## src/rtl/bi_set_arbiter_pkg.sv

```systemverilog
// Shared definitions for the BiSet multi-master arbiter.
package BiSetArb;
  typedef enum logic [1:0] {
    IDLE,
    ISSUE,
    WAIT,
    RESP
  } arb_state_e;

  localparam logic [31:0] TIMEOUT_DATA = 32'hffff_ffff;
  localparam int unsigned CNT_W        = 8;
endpackage

```

## src/rtl/biset_pkg.sv

```systemverilog
// BiSet configuration bus types shared by every master and slave on the bus.
package BiSet;
  localparam int unsigned ADDR_W = 8;
  localparam int unsigned DATA_W = 32;

  typedef struct packed {
    logic [ADDR_W-1:0] addr;
    logic              rd;
    logic              wr;
  } biSetCtrl;

  typedef struct packed {
    logic [DATA_W-1:0] data;
  } biSetData;

  typedef struct packed {
    logic              valid;
    logic [DATA_W-1:0] data;
  } biSetReply;
endpackage

```

## src/rtl/bi_set_rr_picker.sv

```systemverilog
// Combinational round-robin picker: first valid requester after i_last, wrapping.
module bi_set_rr_picker #(
  parameter int unsigned N_REQ = 4,
  parameter int unsigned IDX_W = 2
) (
  input  logic [N_REQ-1:0] i_valid,
  input  logic [IDX_W-1:0] i_last,
  output logic [IDX_W-1:0] o_idx,
  output logic             o_any
);
  int unsigned w_cand;

  // Scan from the farthest offset down so the nearest valid requester wins.
  always_comb begin
    o_idx  = '0;
    o_any  = |i_valid;
    w_cand = 0;
    for (int unsigned i = N_REQ; i > 0; i--) begin
      w_cand = (32'(i_last) + i) % N_REQ;
      if (i_valid[IDX_W'(w_cand)]) begin
        o_idx = IDX_W'(w_cand);
      end
    end
  end
endmodule

```

## src/rtl/bi_set_arbiter.sv

```systemverilog
// Round-robin multi-master front end for the BiSet bus, one transaction at a time.
// Define BISET_ARB_TIMEOUT_EN to abort WAIT after TIMEOUT cycles without a reply.
module bi_set_arbiter
  import BiSet::*;
  import BiSetArb::*;
#(
  parameter int unsigned N_REQ   = 4,
  parameter int unsigned TIMEOUT = 32
) (
  input  logic                         clk_i,
  input  logic                         rst_i,
  input  logic [N_REQ-1:0]             req_valid_i,
  output logic [N_REQ-1:0]             req_ready_o,
  input  logic [N_REQ-1:0]             req_write_i,
  input  logic [N_REQ-1:0][ADDR_W-1:0] req_addr_i,
  input  logic [N_REQ-1:0][31:0]       req_data_i,
  output logic [N_REQ-1:0]             rsp_valid_o,
  output logic [31:0]                  rsp_data_o,
  output logic                         rsp_error_o,
  output biSetCtrl                     setCtrl_o,
  output biSetData                     setWrite_o,
  input  biSetReply                    setReply_i
);
  localparam int unsigned IDX_W = $clog2(N_REQ);

  if (N_REQ < 2 || N_REQ > 8) begin : g_bad_nreq
    $error("bi_set_arbiter: N_REQ must be 2..8");
  end
  if (TIMEOUT < 1 || TIMEOUT > 255) begin : g_bad_timeout
    $error("bi_set_arbiter: TIMEOUT must be 1..255");
  end

  arb_state_e        r_state, w_state_next;
  logic [IDX_W-1:0]  r_last, r_winner, w_pick;
  logic              w_any, w_accept, w_timeout;
  logic              r_write, r_err;
  logic [ADDR_W-1:0] r_addr;
  logic [31:0]       r_wdata, r_rdata;

  bi_set_rr_picker #(
    .N_REQ (N_REQ),
    .IDX_W (IDX_W)
  ) u_picker (
    .i_valid (req_valid_i),
    .i_last  (r_last),
    .o_idx   (w_pick),
    .o_any   (w_any)
  );

  assign w_accept = (r_state == IDLE) && w_any && !rst_i;

`ifdef BISET_ARB_TIMEOUT_EN
  logic [CNT_W-1:0] r_cnt;
  logic [CNT_W-1:0] w_cnt_inc;

  // Counter sits at zero outside WAIT, so it is cleared on every entry to WAIT.
  assign w_cnt_inc = r_cnt + CNT_W'(1);
  assign w_timeout = (r_state == WAIT) && (w_cnt_inc == CNT_W'(TIMEOUT));

  always_ff @(posedge clk_i) begin
    if (rst_i || r_state != WAIT) begin
      r_cnt <= '0;
    end else begin
      r_cnt <= w_cnt_inc;
    end
  end
`else
  assign w_timeout = 1'b0;
`endif

  always_comb begin
    w_state_next = r_state;
    req_ready_o  = '0;
    unique case (r_state)
      IDLE: begin
        if (w_accept) begin
          req_ready_o[w_pick] = 1'b1;
          w_state_next        = ISSUE;
        end
      end
      ISSUE: w_state_next = WAIT;
      WAIT: begin
        if (setReply_i.valid || w_timeout) begin
          w_state_next = RESP;
        end
      end
      RESP:    w_state_next = IDLE;
      default: w_state_next = IDLE;
    endcase
  end

  always_ff @(posedge clk_i) begin
    if (rst_i) begin
      r_state  <= IDLE;
      r_last   <= IDX_W'(N_REQ - 1);
      r_winner <= '0;
      r_write  <= 1'b0;
      r_addr   <= '0;
      r_wdata  <= '0;
      r_rdata  <= '0;
      r_err    <= 1'b0;
    end else begin
      r_state <= w_state_next;
      unique case (r_state)
        IDLE: begin
          if (w_accept) begin
            r_winner <= w_pick;
            r_write  <= req_write_i[w_pick];
            r_addr   <= req_addr_i[w_pick];
            r_wdata  <= req_data_i[w_pick];
          end
        end
        ISSUE: r_last <= r_winner;
        WAIT: begin
          // A reply in the expiry cycle takes priority over the timeout.
          if (setReply_i.valid) begin
            r_rdata <= r_write ? '0 : setReply_i.data;
            r_err   <= 1'b0;
          end else if (w_timeout) begin
            r_rdata <= TIMEOUT_DATA;
            r_err   <= 1'b1;
          end
        end
        default: ;
      endcase
    end
  end

  always_comb begin
    setCtrl_o   = '0;
    setWrite_o  = '0;
    rsp_valid_o = '0;
    if (r_state == ISSUE) begin
      setCtrl_o.addr  = r_addr;
      setCtrl_o.wr    = r_write;
      setCtrl_o.rd    = !r_write;
      setWrite_o.data = r_write ? r_wdata : '0;
    end
    if (r_state == RESP) begin
      rsp_valid_o[r_winner] = 1'b1;
    end
  end

  assign rsp_data_o  = r_rdata;
  assign rsp_error_o = (r_state == RESP) && r_err;
endmodule

```

## config.mk

```make
export PLATFORM = sky130hd
export DESIGN_NAME = bi_set_arbiter
export DESIGN_NICKNAME = d
export VERILOG_FILES = /design/src/rtl/bi_set_arbiter_pkg.sv /design/src/rtl/biset_pkg.sv /design/src/rtl/bi_set_rr_picker.sv /design/src/rtl/bi_set_arbiter.sv
export SDC_FILE = /design/constraint.sdc
export NUM_CORES = 1
export LEC_CHECK = 0
export ABC_AREA = 1
export BUFFER_PORTS_ARGS = -buffer_cell sky130_fd_sc_hd__buf_4
export CORE_AREA = 2 2 112 114
export CTS_CLUSTER_SIZE = 8
export DETAILED_ROUTE_END_ITERATION = 12
export DIE_AREA = 0 0 114 116
export GPL_TIMING_DRIVEN = 0
export PLACE_DENSITY = 0.73
export SLEW_MARGIN = 40
export SYNTH_ARGS = -nofsm -noshare
export SYNTH_HDL_FRONTEND = slang
export SYNTH_HIERARCHICAL = 1
export SYNTH_SLANG_ARGS = --single-unit
```

## constraint.sdc

```tcl
create_clock -name clk_i -period 3.1 [get_ports clk_i]
set_input_delay 0.155 -clock clk_i [delete_from_list [all_inputs] [get_ports clk_i]]
set_output_delay 0.155 -clock clk_i [all_outputs]
set_load 0.02 [all_outputs]
```

==> impl_metrics.py <==
metrics = {
    "status": {
        "status": "finished, final reports clean",
    },
    "place": {
        "port_buffers": 283,
        "finalWeightedCongestion": 0.9072,
        "dpl.hpwl_um": 14890,
        "placed_area_um2": 6939,
    },
    "power_and_ir_drop": {
        "pwr_density_cell_nw_per_um2": 983.3,
        "power_leakage_nw": 3.734,
        "ir_worst_vdd_v": 0.0007073,
    },
    "run": {
        "maxCapViolCount": 0,
    },
    "layout": {
        "drive_gt1_share_pct": 34.09,
        "nFillCells": 1186,
        "area_delta_synth_final_pct": 57.28,
        "fin_area_um2": 7283,
        "antennaDiodeCount": 0,
        "final_nets": 1259,
    },
    "critical_path": {
        "critPathTopFamily": "buffers and inverters",
        "r2r_slack_ns": 0.86,
        "ff2ff_path_depth": 12,
        "r2r_end": "r_addr[5]",
        "critPathArrivalTime_ns": 2.57,
        "required_ns": 2.94,
        "rr_startpoint": "r_last[0]",
        "crit_buf_inv": 5,
        "cpPeakStageDelay_ns": 0.52,
        "path_max_fanout": 10,
        "cpMaxStageDelayCell": "buf_1",
        "cp_cell_sequence": "buf_6, inv_4, nand2_2, nand3_1, o21ai_1, nand2_1, a21oi_2, buf_2, buf_1, nand2_1, nor2_1, buf_4",
        "endpoint_kind": "output port",
        "worstSetupStartpointType": "register",
        "crit_type": "reg2out",
        "cpMostUsedCell": "nand2_1",
    },
    "synth": {
        "yosys_warnings": 6,
        "syn_area_um2": 4631,
        "synth_top_area_share_pct": 34.15,
        "yosysUniqueCellTypes": 28,
        "netlist_top_cells_area": "dfxtp_1 (34%), nand2_1 (20%), nand3_1 (17%), inv_1 (5.0%), a21oi_1 (4.6%)",
        "synthesis.nets": 965,
        "netlist_instances": 757,
        "synth_edf_count": 0,
        "ys_ff_latch": 79,
        "avgSynthCellArea_um2": 6.117,
        "synth_seq_area_share_pct": 34.15,
        "async_reset_ff_share_pct": 0,
        "ys.flop_type": "dfxtp_1",
        "synth_top_cell_by_area": "dfxtp_1",
    },
    "clock_tree": {
        "cts.sinks": 79,
        "cts_setup_buffers": 0,
        "cts_root_buffer": "clkbuf_16",
        "cts_buffers": 9,
        "cts.clk_slew.worst_paths_ns": 0.07,
        "insertion_delay_ns": 0.34,
        "holdBufCountCts": 0,
        "cts_max_level": 3,
        "cts_resized": 0,
        "cts_tree": "built",
        "cts_buffer_depth": 2,
    },
    "timing": {
        "finalSetupTns_ns": 0,
        "tightest_slew_ns": 0.6231,
        "skew_ns": 0.008875,
        "setup_viol": 0,
        "hold_viol": 0,
        "slew_viol_final": 0,
        "layout_worst_path_cycle_share_pct": 88.01,
        "fin_crit_ns": 2.728,
        "max_freq_mhz": 366.5,
        "slew_headroom_pct": 58.46,
        "grt_setup_unrepaired": "no",
    },
    "grt": {
        "grt_pass1_vias": 5710,
        "grt_pass1_wl_um": 28740,
        "grt_usage_pct": 27.91,
        "overflow": 0,
        "antenna_found_initial": 0,
        "grt_max_degree": 15,
    },
    "route": {
        "final_antenna_net_count": 0,
        "routedWlPerCell_um": 15.57,
        "drc": 0,
        "drt_iter0_drc": 288,
        "vias": 5913,
        "routed_wl_um": 18740,
        "drt-pass1-iter-count": 5,
        "vias_per_cell": 4.915,
    },
    "worst_hold_path": {
        "min_path_cells": 3,
        "min_to": "rsp_data_o[13]",
        "worst_hold_startpoint": "setReply_i[13]",
        "hp-class": "in2reg",
    },
    "floorplan": {
        "initial_utilization_pct": 38.88,
        "core_um2": 11910,
        "placementRows": 40,
        "dieHeight_um": 116,
        "dieArea_um2": 13220,
        "pin_count": 286,
        "die_w_um": 114,
    },
}
sequential cells by signal (all words and copies together), names as in the netlist:
| register | flops |
|---|---|
| r_addr | 8 |
| r_state | 2 |
| rsp_data_o | 32 |
| r_wdata | 32 |
| r_last | 2 |
| r_write | 1 |
| r_winner | 2 |
worst max path at each step:
stage	from	end	slack, ns	depth (start not counted)
finish	r_last[0]	req_ready_o[3]	0.37	12
global route	r_last[0]	req_ready_o[3]	0.1	13
CTS	r_last[0]	req_ready_o[3]	0.37	13
detailed placement	r_last[0]	req_ready_o[3]	0.74	13
global placement	r_last[0]	req_ready_o[2]	0.74	13
floorplan	r_last[0]	req_ready_o[1]	1.07	15
cell families after synthesis:
group	after synthesis	synth area share [%]
AND/OR/NAND/NOR	466	43.23
buffers and inverters	122	11.65
AO/OA/AOI/OAI	84	9.538
flip-flops	79	34.15
adder cells (fa/ha/maj)	5	1.351
other	1	0.08098
metrics by stage:
step / worst slack [ns] / instances / hold slack [ns] / utilization (%) / total power, mW
floorplan: 1.068 / 757 / 0.3157 / - / 4.507
global placement: 0.7361 / 1187 / 0.4349 / 58.26 / 5.859
detailed placement: 0.7364 / 1187 / 0.4397 / 58.26 / 5.899
CTS: 0.3663 / 1203 / 0.08364 / 61.15 / 7.148
global route: 0.09979 / 1203 / 0.08726 / 61.15 / 7.769
finish: 0.3716 / 1203 / 0.08659 / 61.15 / 7.162
cell type report:
type                    count  area (um2)  area share, %
clock buffers              10       229.0          3.144
repair buffers            283        2125          29.17
flip-flops and latches     79        1582          21.71
clock inverters             6       115.1          1.580
multi-input cells         556        2510          34.46
plain buffers              55       282.8          3.882
well taps                 147       183.9          2.525
inverters                  67       256.5          3.522
power breakdown:
group	internal (mW)	switching, mW
combinational	1.54	2.98
sequential	1.28	0.120
clock	0.795	0.448
total	3.62	3.54
routing by layer:
layer | routed length [um] | vias to the layer above | global-route usage [%]
met5 | 0 | - | 0
met4 | 634 | 0 | 11.46
met3 | 1361 | 42 | 7.270
met2 | 9036 | 217 | 46.67
met1 | 7702 | 2640 | 34.31
li1 | - | 3014 | -
Yosys cell counts, types with 3 or more instances:
cell type  count
nand2_1      246
nand3_1      161
dfxtp_1       79
inv_1         62
a21oi_1       43
nor2_1        40
buf_2         33
o21ai_1       28
clkbuf_1       9
nand2_2        8
buf_4          7
nor3_1         6
o21ai_0        6
ha_1           5
buf_1          4
inv_2          3
o21ai_2        3
layout by cell type, fill, tap and decap left out:
| master | synthesis | routed |
|---|---|---|
| inv_8 | 0 | 1 |
| o22ai_1 | 1 | 1 |
| nand2_1 | 246 | 246 |
| nand4_1 | 1 | 1 |
| nand2_4 | 2 | 2 |
| nand3b_1 | 1 | 1 |
| nor3_1 | 6 | 6 |
| clkbuf_1 | 9 | 10 |
| buf_6 | 1 | 1 |
| dfxtp_1 | 79 | 79 |
| nand2_2 | 8 | 8 |
| a21oi_2 | 1 | 1 |
| buf_2 | 33 | 33 |
| buf_1 | 4 | 4 |
| o21ai_2 | 3 | 3 |
| inv_6 | 0 | 1 |
| inv_4 | 2 | 2 |
| conb_1 | 1 | 1 |
| ha_1 | 5 | 5 |
| nor2_1 | 40 | 40 |
| o211ai_1 | 2 | 2 |
| buf_4 | 7 | 290 |
| o21ai_1 | 28 | 28 |
| clkbuf_16 | 0 | 9 |
| nand3_1 | 161 | 161 |
| o21ai_0 | 6 | 6 |
| clkbuf_2 | 1 | 1 |
| bufinv_16 | 0 | 3 |
| nor2_2 | 1 | 1 |
| inv_1 | 62 | 62 |
| clkinv_2 | 0 | 1 |
| inv_2 | 3 | 3 |
| a21oi_1 | 43 | 43 |
tightest hold or removal path: cells and delay by family:
| family | cells | cell delay [ns] |
|---|---|---|
| buffers and inverters | 1 | 0.11 |
| and+or+nand+nor | 1 | 0.06 |
| AOI/OAI and AO/OA | 1 | 0.05 |
Note: power is estimated with default switching activity, not from simulation.
